$ cat config.mk
export PLATFORM = sky130hd
export DESIGN_NAME = multi_tick_gen_flat
export DESIGN_NICKNAME = d
export VERILOG_FILES = /design/src/rtl/multi_tick_gen_if.sv /design/src/rtl/multi_tick_gen.sv /design/src/flat_wrapper.sv
export SDC_FILE = /design/constraint.sdc
export NUM_CORES = 1
export LEC_CHECK = 0
export CAP_MARGIN = 15
export CORE_MARGIN = 2
export CORE_UTILIZATION = 45
export CTS_CLUSTER_SIZE = 8
export DETAILED_ROUTE_END_ITERATION = 10
export PLACE_DENSITY_LB_ADDON = 0.05
export SLEW_MARGIN = 20
export SYNTH_ARGS = -nofsm -noshare
export SYNTH_HDL_FRONTEND = slang
export SYNTH_SLANG_ARGS = --single-unit
$ cat constraint.sdc
create_clock -name clk -period 8 [get_ports clk]
set_input_delay 2 -clock clk [delete_from_list [all_inputs] [get_ports clk]]
set_output_delay 2 -clock clk [all_outputs]
set_load 0.005 [all_outputs]
$ cat src/rtl/multi_tick_gen_if.sv
// multi_tick_gen_if: control/status bundle for multi_tick_gen.
//   master : drives ch_en, oneshot, load, load_ch, load_val, sync
//            and observes base_tick, en_pulse, square
//   slave  : the generator side of the same signals
interface multi_tick_gen_if #(
  parameter int NUM_CH = 4,
  parameter int DIV_W  = 16,
  parameter int LCH_W  = (NUM_CH > 1) ? $clog2(NUM_CH) : 1
);
  logic [NUM_CH-1:0] ch_en;
  logic [NUM_CH-1:0] oneshot;
  logic              load;
  logic [LCH_W-1:0]  load_ch;
  logic [DIV_W-1:0]  load_val;
  logic              sync;
  logic              base_tick;
  logic [NUM_CH-1:0] en_pulse;
  logic [NUM_CH-1:0] square;

  modport master (
    output ch_en, oneshot, load, load_ch, load_val, sync,
    input  base_tick, en_pulse, square
  );

  modport slave (
    input  ch_en, oneshot, load, load_ch, load_val, sync,
    output base_tick, en_pulse, square
  );
endinterface

$ cat src/rtl/multi_tick_gen.sv
// multi_tick_gen: shared prescaler producing base_tick, plus NUM_CH
// independent divider channels, each emitting a one-cycle en_pulse and
// a 50%-duty square wave, in continuous or one-shot mode.
//   clk  : system clock, rising edge
//   rst  : synchronous active-high reset
//   bus  : multi_tick_gen_if.slave (controls in, strobes/squares out)

// One divider channel.
//   base_tick/ch_en/oneshot : advance qualifiers and mode
//   load_hit/load_val       : divisor write addressed to this channel
//   sync                    : global phase realign
//   en_pulse/square         : registered outputs
module multi_tick_ch #(
  parameter int DIV_W       = 16,
  parameter int DEFAULT_DIV = 1000
) (
  input  logic             clk,
  input  logic             rst,
  input  logic             base_tick,
  input  logic             ch_en,
  input  logic             oneshot,
  input  logic             load_hit,
  input  logic [DIV_W-1:0] load_val,
  input  logic             sync,
  output logic             en_pulse,
  output logic             square
);
  logic [DIV_W-1:0] div;
  logic [DIV_W-1:0] cnt;
  logic             armed;
  logic             adv;

  // div==0 parks the channel: never advances, cnt holds.
  assign adv = base_tick && ch_en && armed && (div != '0);

  always_ff @(posedge clk) begin
    if (rst) begin
      div      <= DIV_W'(DEFAULT_DIV);
      cnt      <= '0;
      armed    <= 1'b1;
      en_pulse <= 1'b0;
      square   <= 1'b0;
    end else begin
      en_pulse <= 1'b0;
      // Load/sync take priority over a same-cycle terminal count.
      if (load_hit || sync) begin
        if (load_hit) div <= load_val;
        cnt   <= '0;
        armed <= 1'b1;
        if (sync) square <= 1'b0;
      end else if (adv) begin
        if (cnt == div - DIV_W'(1)) begin
          cnt      <= '0;
          en_pulse <= 1'b1;
          square   <= ~square;
          if (oneshot) armed <= 1'b0;
        end else begin
          cnt <= cnt + DIV_W'(1);
        end
      end
    end
  end
endmodule

module multi_tick_gen #(
  parameter int INPUT_CLK_FREQ = 100_000_000,
  parameter int BASE_TICK_FREQ = 10_000,
  parameter int NUM_CH         = 4,
  parameter int DIV_W          = 16,
  parameter int DEFAULT_DIV    = 1000
) (
  input logic              clk,
  input logic              rst,
  multi_tick_gen_if.slave  bus
);
  localparam int PRESCALE = INPUT_CLK_FREQ / BASE_TICK_FREQ;
  localparam int PRE_W    = $clog2(PRESCALE);
  localparam int LCH_W    = (NUM_CH > 1) ? $clog2(NUM_CH) : 1;

  logic [PRE_W-1:0]  pre_cnt;
  logic              base_tick;
  logic [NUM_CH-1:0] en_pulse;
  logic [NUM_CH-1:0] square;

  // Sync zeroes the prescaler and suppresses the tick computed at that
  // edge, so the next base_tick lands exactly PRESCALE cycles later.
  always_ff @(posedge clk) begin
    if (rst || bus.sync) begin
      pre_cnt   <= '0;
      base_tick <= 1'b0;
    end else begin
      base_tick <= (pre_cnt == PRE_W'(PRESCALE - 1));
      pre_cnt   <= (pre_cnt == PRE_W'(PRESCALE - 1)) ? '0 : pre_cnt + PRE_W'(1);
    end
  end

  // Per-channel address decode; an out-of-range load_ch matches no lane.
  for (genvar i = 0; i < NUM_CH; i++) begin : g_ch
    multi_tick_ch #(
      .DIV_W       (DIV_W),
      .DEFAULT_DIV (DEFAULT_DIV)
    ) u_ch (
      .clk       (clk),
      .rst       (rst),
      .base_tick (base_tick),
      .ch_en     (bus.ch_en[i]),
      .oneshot   (bus.oneshot[i]),
      .load_hit  (bus.load && (bus.load_ch == LCH_W'(i))),
      .load_val  (bus.load_val),
      .sync      (bus.sync),
      .en_pulse  (en_pulse[i]),
      .square    (square[i])
    );
  end

  assign bus.base_tick = base_tick;
  assign bus.en_pulse  = en_pulse;
  assign bus.square    = square;
endmodule

$ cat src/flat_wrapper.sv
// flat-port wrapper written by rule: the top's interface ports become plain ports
module multi_tick_gen_flat 
#(
  parameter int INPUT_CLK_FREQ = 100_000_000,
  parameter int BASE_TICK_FREQ = 10_000,
  parameter int NUM_CH         = 4,
  parameter int DIV_W          = 16,
  parameter int DEFAULT_DIV    = 1000
)
  (clk, rst, bus_ch_en, bus_oneshot, bus_load, bus_load_ch, bus_load_val, bus_sync, bus_base_tick, bus_en_pulse, bus_square);
  multi_tick_gen_if #(.NUM_CH(NUM_CH), .DIV_W(DIV_W)) bus_i ();
  input logic clk;
  input logic rst;
  input wire logic [$bits(bus_i.ch_en)-1:0] bus_ch_en;
  input wire logic [$bits(bus_i.oneshot)-1:0] bus_oneshot;
  input wire logic [$bits(bus_i.load)-1:0] bus_load;
  input wire logic [$bits(bus_i.load_ch)-1:0] bus_load_ch;
  input wire logic [$bits(bus_i.load_val)-1:0] bus_load_val;
  input wire logic [$bits(bus_i.sync)-1:0] bus_sync;
  output wire logic [$bits(bus_i.base_tick)-1:0] bus_base_tick;
  output wire logic [$bits(bus_i.en_pulse)-1:0] bus_en_pulse;
  output wire logic [$bits(bus_i.square)-1:0] bus_square;
  assign bus_i.ch_en = bus_ch_en;
  assign bus_i.oneshot = bus_oneshot;
  assign bus_i.load = bus_load;
  assign bus_i.load_ch = bus_load_ch;
  assign bus_i.load_val = bus_load_val;
  assign bus_i.sync = bus_sync;
  assign bus_base_tick = bus_i.base_tick;
  assign bus_en_pulse = bus_i.en_pulse;
  assign bus_square = bus_i.square;
  multi_tick_gen #(.INPUT_CLK_FREQ(INPUT_CLK_FREQ), .BASE_TICK_FREQ(BASE_TICK_FREQ), .NUM_CH(NUM_CH), .DIV_W(DIV_W), .DEFAULT_DIV(DEFAULT_DIV)) u_core (.clk(clk), .rst(rst), .bus(bus_i));
endmodule
==> results.cfg <==
[run]
drv_cap = 0

[global_route]
use_met2 = 0.334
grt_use_met1 = 0.303
grt_max_degree = 67
grt_antenna_before_repair = 0
use_met3 = 0.0337
grt.overflow.total = 0
grt_pass1_vias = 6608
grt_pass1_wl_um = 33900
busiest_layer = met2
grt.total_usage = 0.213

[clock_tree]
cts_tree = yes
worstSkewPairLatency_ns = 0.43
ctsResizeCount = 0
path_clk_slew_ns = 0.06
cts_hold_buf = 0
post-cts-setup-buffer-count = 0
h-tree-depth = 4
cts_inserted_buffers = 17
root_buffer = clkbuf_16
clockBufferDepth = 2
cts.sinks = 155

[setup_path]
worstPathArrival_ns = 4.33
start_kind = input port
critical_path_class = input port to flop
worstReg2RegStart = u_core.g_ch[1].u_ch.div[0]$_SDFFE_PP0P_
timing.rr.end = u_core.g_ch[1].u_ch.cnt[8]$_SDFFE_PP0P_
cp_max_fo = 16
r2r_slack_ns = 4.99
cp-end-kind = flop
reg2reg_depth = 9
path_cells = clkdlybuf4s50_1 -> nand3_1 -> a31oi_1 -> and4_1 -> nand4_1 -> nand2_1 -> nor2_1
critPathMaxStageDelay_ns = 0.68
cp_slowest_cell = a31oi_1
crit_required_ns = 8.30

[synthesis]
syn-num-nets = 1095
netlist_instances = 1056
synth-seq-cells = 155
synthDistinctLibCells = 75
yosysSeqAreaShare = 0.366
synth_edf_count = 0
synth_warnings = 0
ys.flop_type = dfxtp_1
synthArstFlopShare = 0
avgSynthCellArea_um2 = 8.04
syn-cell-area_um2 = 8490

[cells_and_area]
layout_common_cells = 175 x nand2_1, 155 x dfxtp_1, 114 x nor2_1, 81 x xnor2_1, 68 x xor2_1
finalInstanceArea_um2 = 9610
layout-drive-gt1-share = 0.0717
antenna_cells = 0
area_growth_pct = 13.3
nets = 1100
final_common_cell = nand2_1

[timing]
setup_tns_ns = 0
drv_slew = 0
rsz0062_at_grt = false
fin_crit_sh = 0.504
finalClockSkew_ns = 0.00988
setup_ws_ns = 3.97
finalHoldViolCount = 0
worst_slew_pin_slew_ns = 0.878
relSlewSlack = 0.412
fmax_mhz = 248
fin_crit_ns = 4.03
setup_viol = 0

[floorplan]
start_util = 0.457
core_area_um2 = 18600
die_area_um2 = 20000
die_x_um = 141
num_rows = 50
die_h_um = 141
ioPinCount = 39

[place]
place_ws_ns = 3.54
dpl.hpwl_um = 14700
post_dp_cell_area_um2 = 8930
io_buffers = 38
place.gp.congestion = 0.840

[hold_path]
hold_start = u_core.pre_cnt[0]$_SDFF_PP0_
holdCritPathClass = flop to flop
min_path_cells = 1
holdPathEnd = u_core.pre_cnt[0]$_SDFF_PP0_

[detailed_routing]
dr.first_iter.drc_count = 430
wl_per_cell_um = 15.6
firstDrtPassIters = 4
wirelength_um = 20400
viasPerCell = 5.37
dr_total_vias = 7029
drcViolationCount = 0
ant_nets = 0

[power]
leakage_nw = 3.35
ir_drop_mv = 0.142
power_density_nw_per_um2 = 195
total_power_mw = 1.87

[run_status]
status = finished clean
-- layout make-up --
class / instances / area (µm²)
Clock buffer: 21 / 470
Clock inverter: 11 / 214
Fill cell: 1828 / 8970
Inverter: 26 / 97.6
Multi-Input combinational cell: 818 / 5020
Sequential cell: 155 / 3100
Tap cell: 234 / 293
Timing Repair Buffer: 43 / 413
-- worst max-delay path: cells and delay by family --
kind	cells	cell delay, ns
buf+inv	1	0.45
simple gates	5	1.19
compound gates	1	0.68
-- sequential cells by signal, indices dropped and copies added, names as in the netlist --
signal	flops
u_core.pre_cnt	14
u_core.g_ch.u_ch.cnt	64
u_core.g_ch.u_ch.en_pulse	4
u_core.g_ch.u_ch.div	64
u_core.g_ch.u_ch.armed	4
u_core.bus.base_tick	1
u_core.g_ch.u_ch.square	4
-- where the power goes --
group | switching (mW) | total [mW] | internal, mW
logic | 0.0693 | 0.122 | 0.0529
registers | 0.0215 | 0.807 | 0.785
clock network | 0.332 | 0.942 | 0.610
-- synthesized netlist by cell type, types with 13 or more instances --
| library cell | number | share of area |
|---|---|---|
| a21oi_1 | 53 | 0.031 |
| and3_1 | 24 | 0.018 |
| clkbuf_1 | 41 | 0.018 |
| dfxtp_1 | 155 | 0.37 |
| inv_1 | 26 | 0.011 |
| nand2_1 | 175 | 0.077 |
| nand3_1 | 32 | 0.019 |
| nand3b_1 | 27 | 0.024 |
| nand4_1 | 29 | 0.021 |
| nor2_1 | 114 | 0.050 |
| nor3_1 | 24 | 0.014 |
| o21ai_0 | 13 | 0.0077 |
| xnor2_1 | 81 | 0.084 |
| xor2_1 | 68 | 0.070 |
-- through the flow --
step | instances | hold WS (ns) | util
floorplan | 1056 | 0.426 | -
global placement | 1276 | 0.443 | 0.481
detailed placement | 1276 | 0.448 | 0.481
CTS | 1308 | 0.463 | 0.517
global route | 1308 | 0.504 | 0.517
finish | 1308 | 0.455 | 0.517
-- cells by family after synthesis --
logic type,count (synthesis),share of synthesized area
AO/OA/AOI/OAI,120,0.0924
XOR/XNOR,150,0.156
adder cells (fa/ha/maj),9,0.0133
buffers and inverters,83,0.0432
flip-flops,155,0.366
multiplexers,6,0.00737
AND/OR/NAND/NOR,533,0.322
-- routing by layer --
| metal | vias up | part of all wire |
|---|---|---|
| li1 | 3619 | - |
| met1 | 3302 | 0.50 |
| met2 | 88 | 0.45 |
| met3 | 20 | 0.036 |
| met4 | 0 | 0.015 |
| met5 | - | 0 |
-- worst max-delay path by stage --
stage / from / to / cells past startpoint
after CTS: bus_ch_en[2] / u_core.g_ch[2].u_ch.cnt[0]$_SDFFE_PP0P_ / 7
after floorplan: bus_ch_en[1] / u_core.g_ch[1].u_ch.cnt[10]$_SDFFE_PP0P_ / 9
after global placement: bus_ch_en[2] / u_core.g_ch[2].u_ch.cnt[13]$_SDFFE_PP0P_ / 7
final: bus_ch_en[2] / u_core.g_ch[2].u_ch.cnt[11]$_SDFFE_PP0P_ / 7
after global routing: bus_ch_en[2] / u_core.g_ch[2].u_ch.cnt[6]$_SDFFE_PP0P_ / 7
after detailed placement: bus_ch_en[2] / u_core.g_ch[2].u_ch.cnt[14]$_SDFFE_PP0P_ / 7
(Power assumes the default switching activity.)
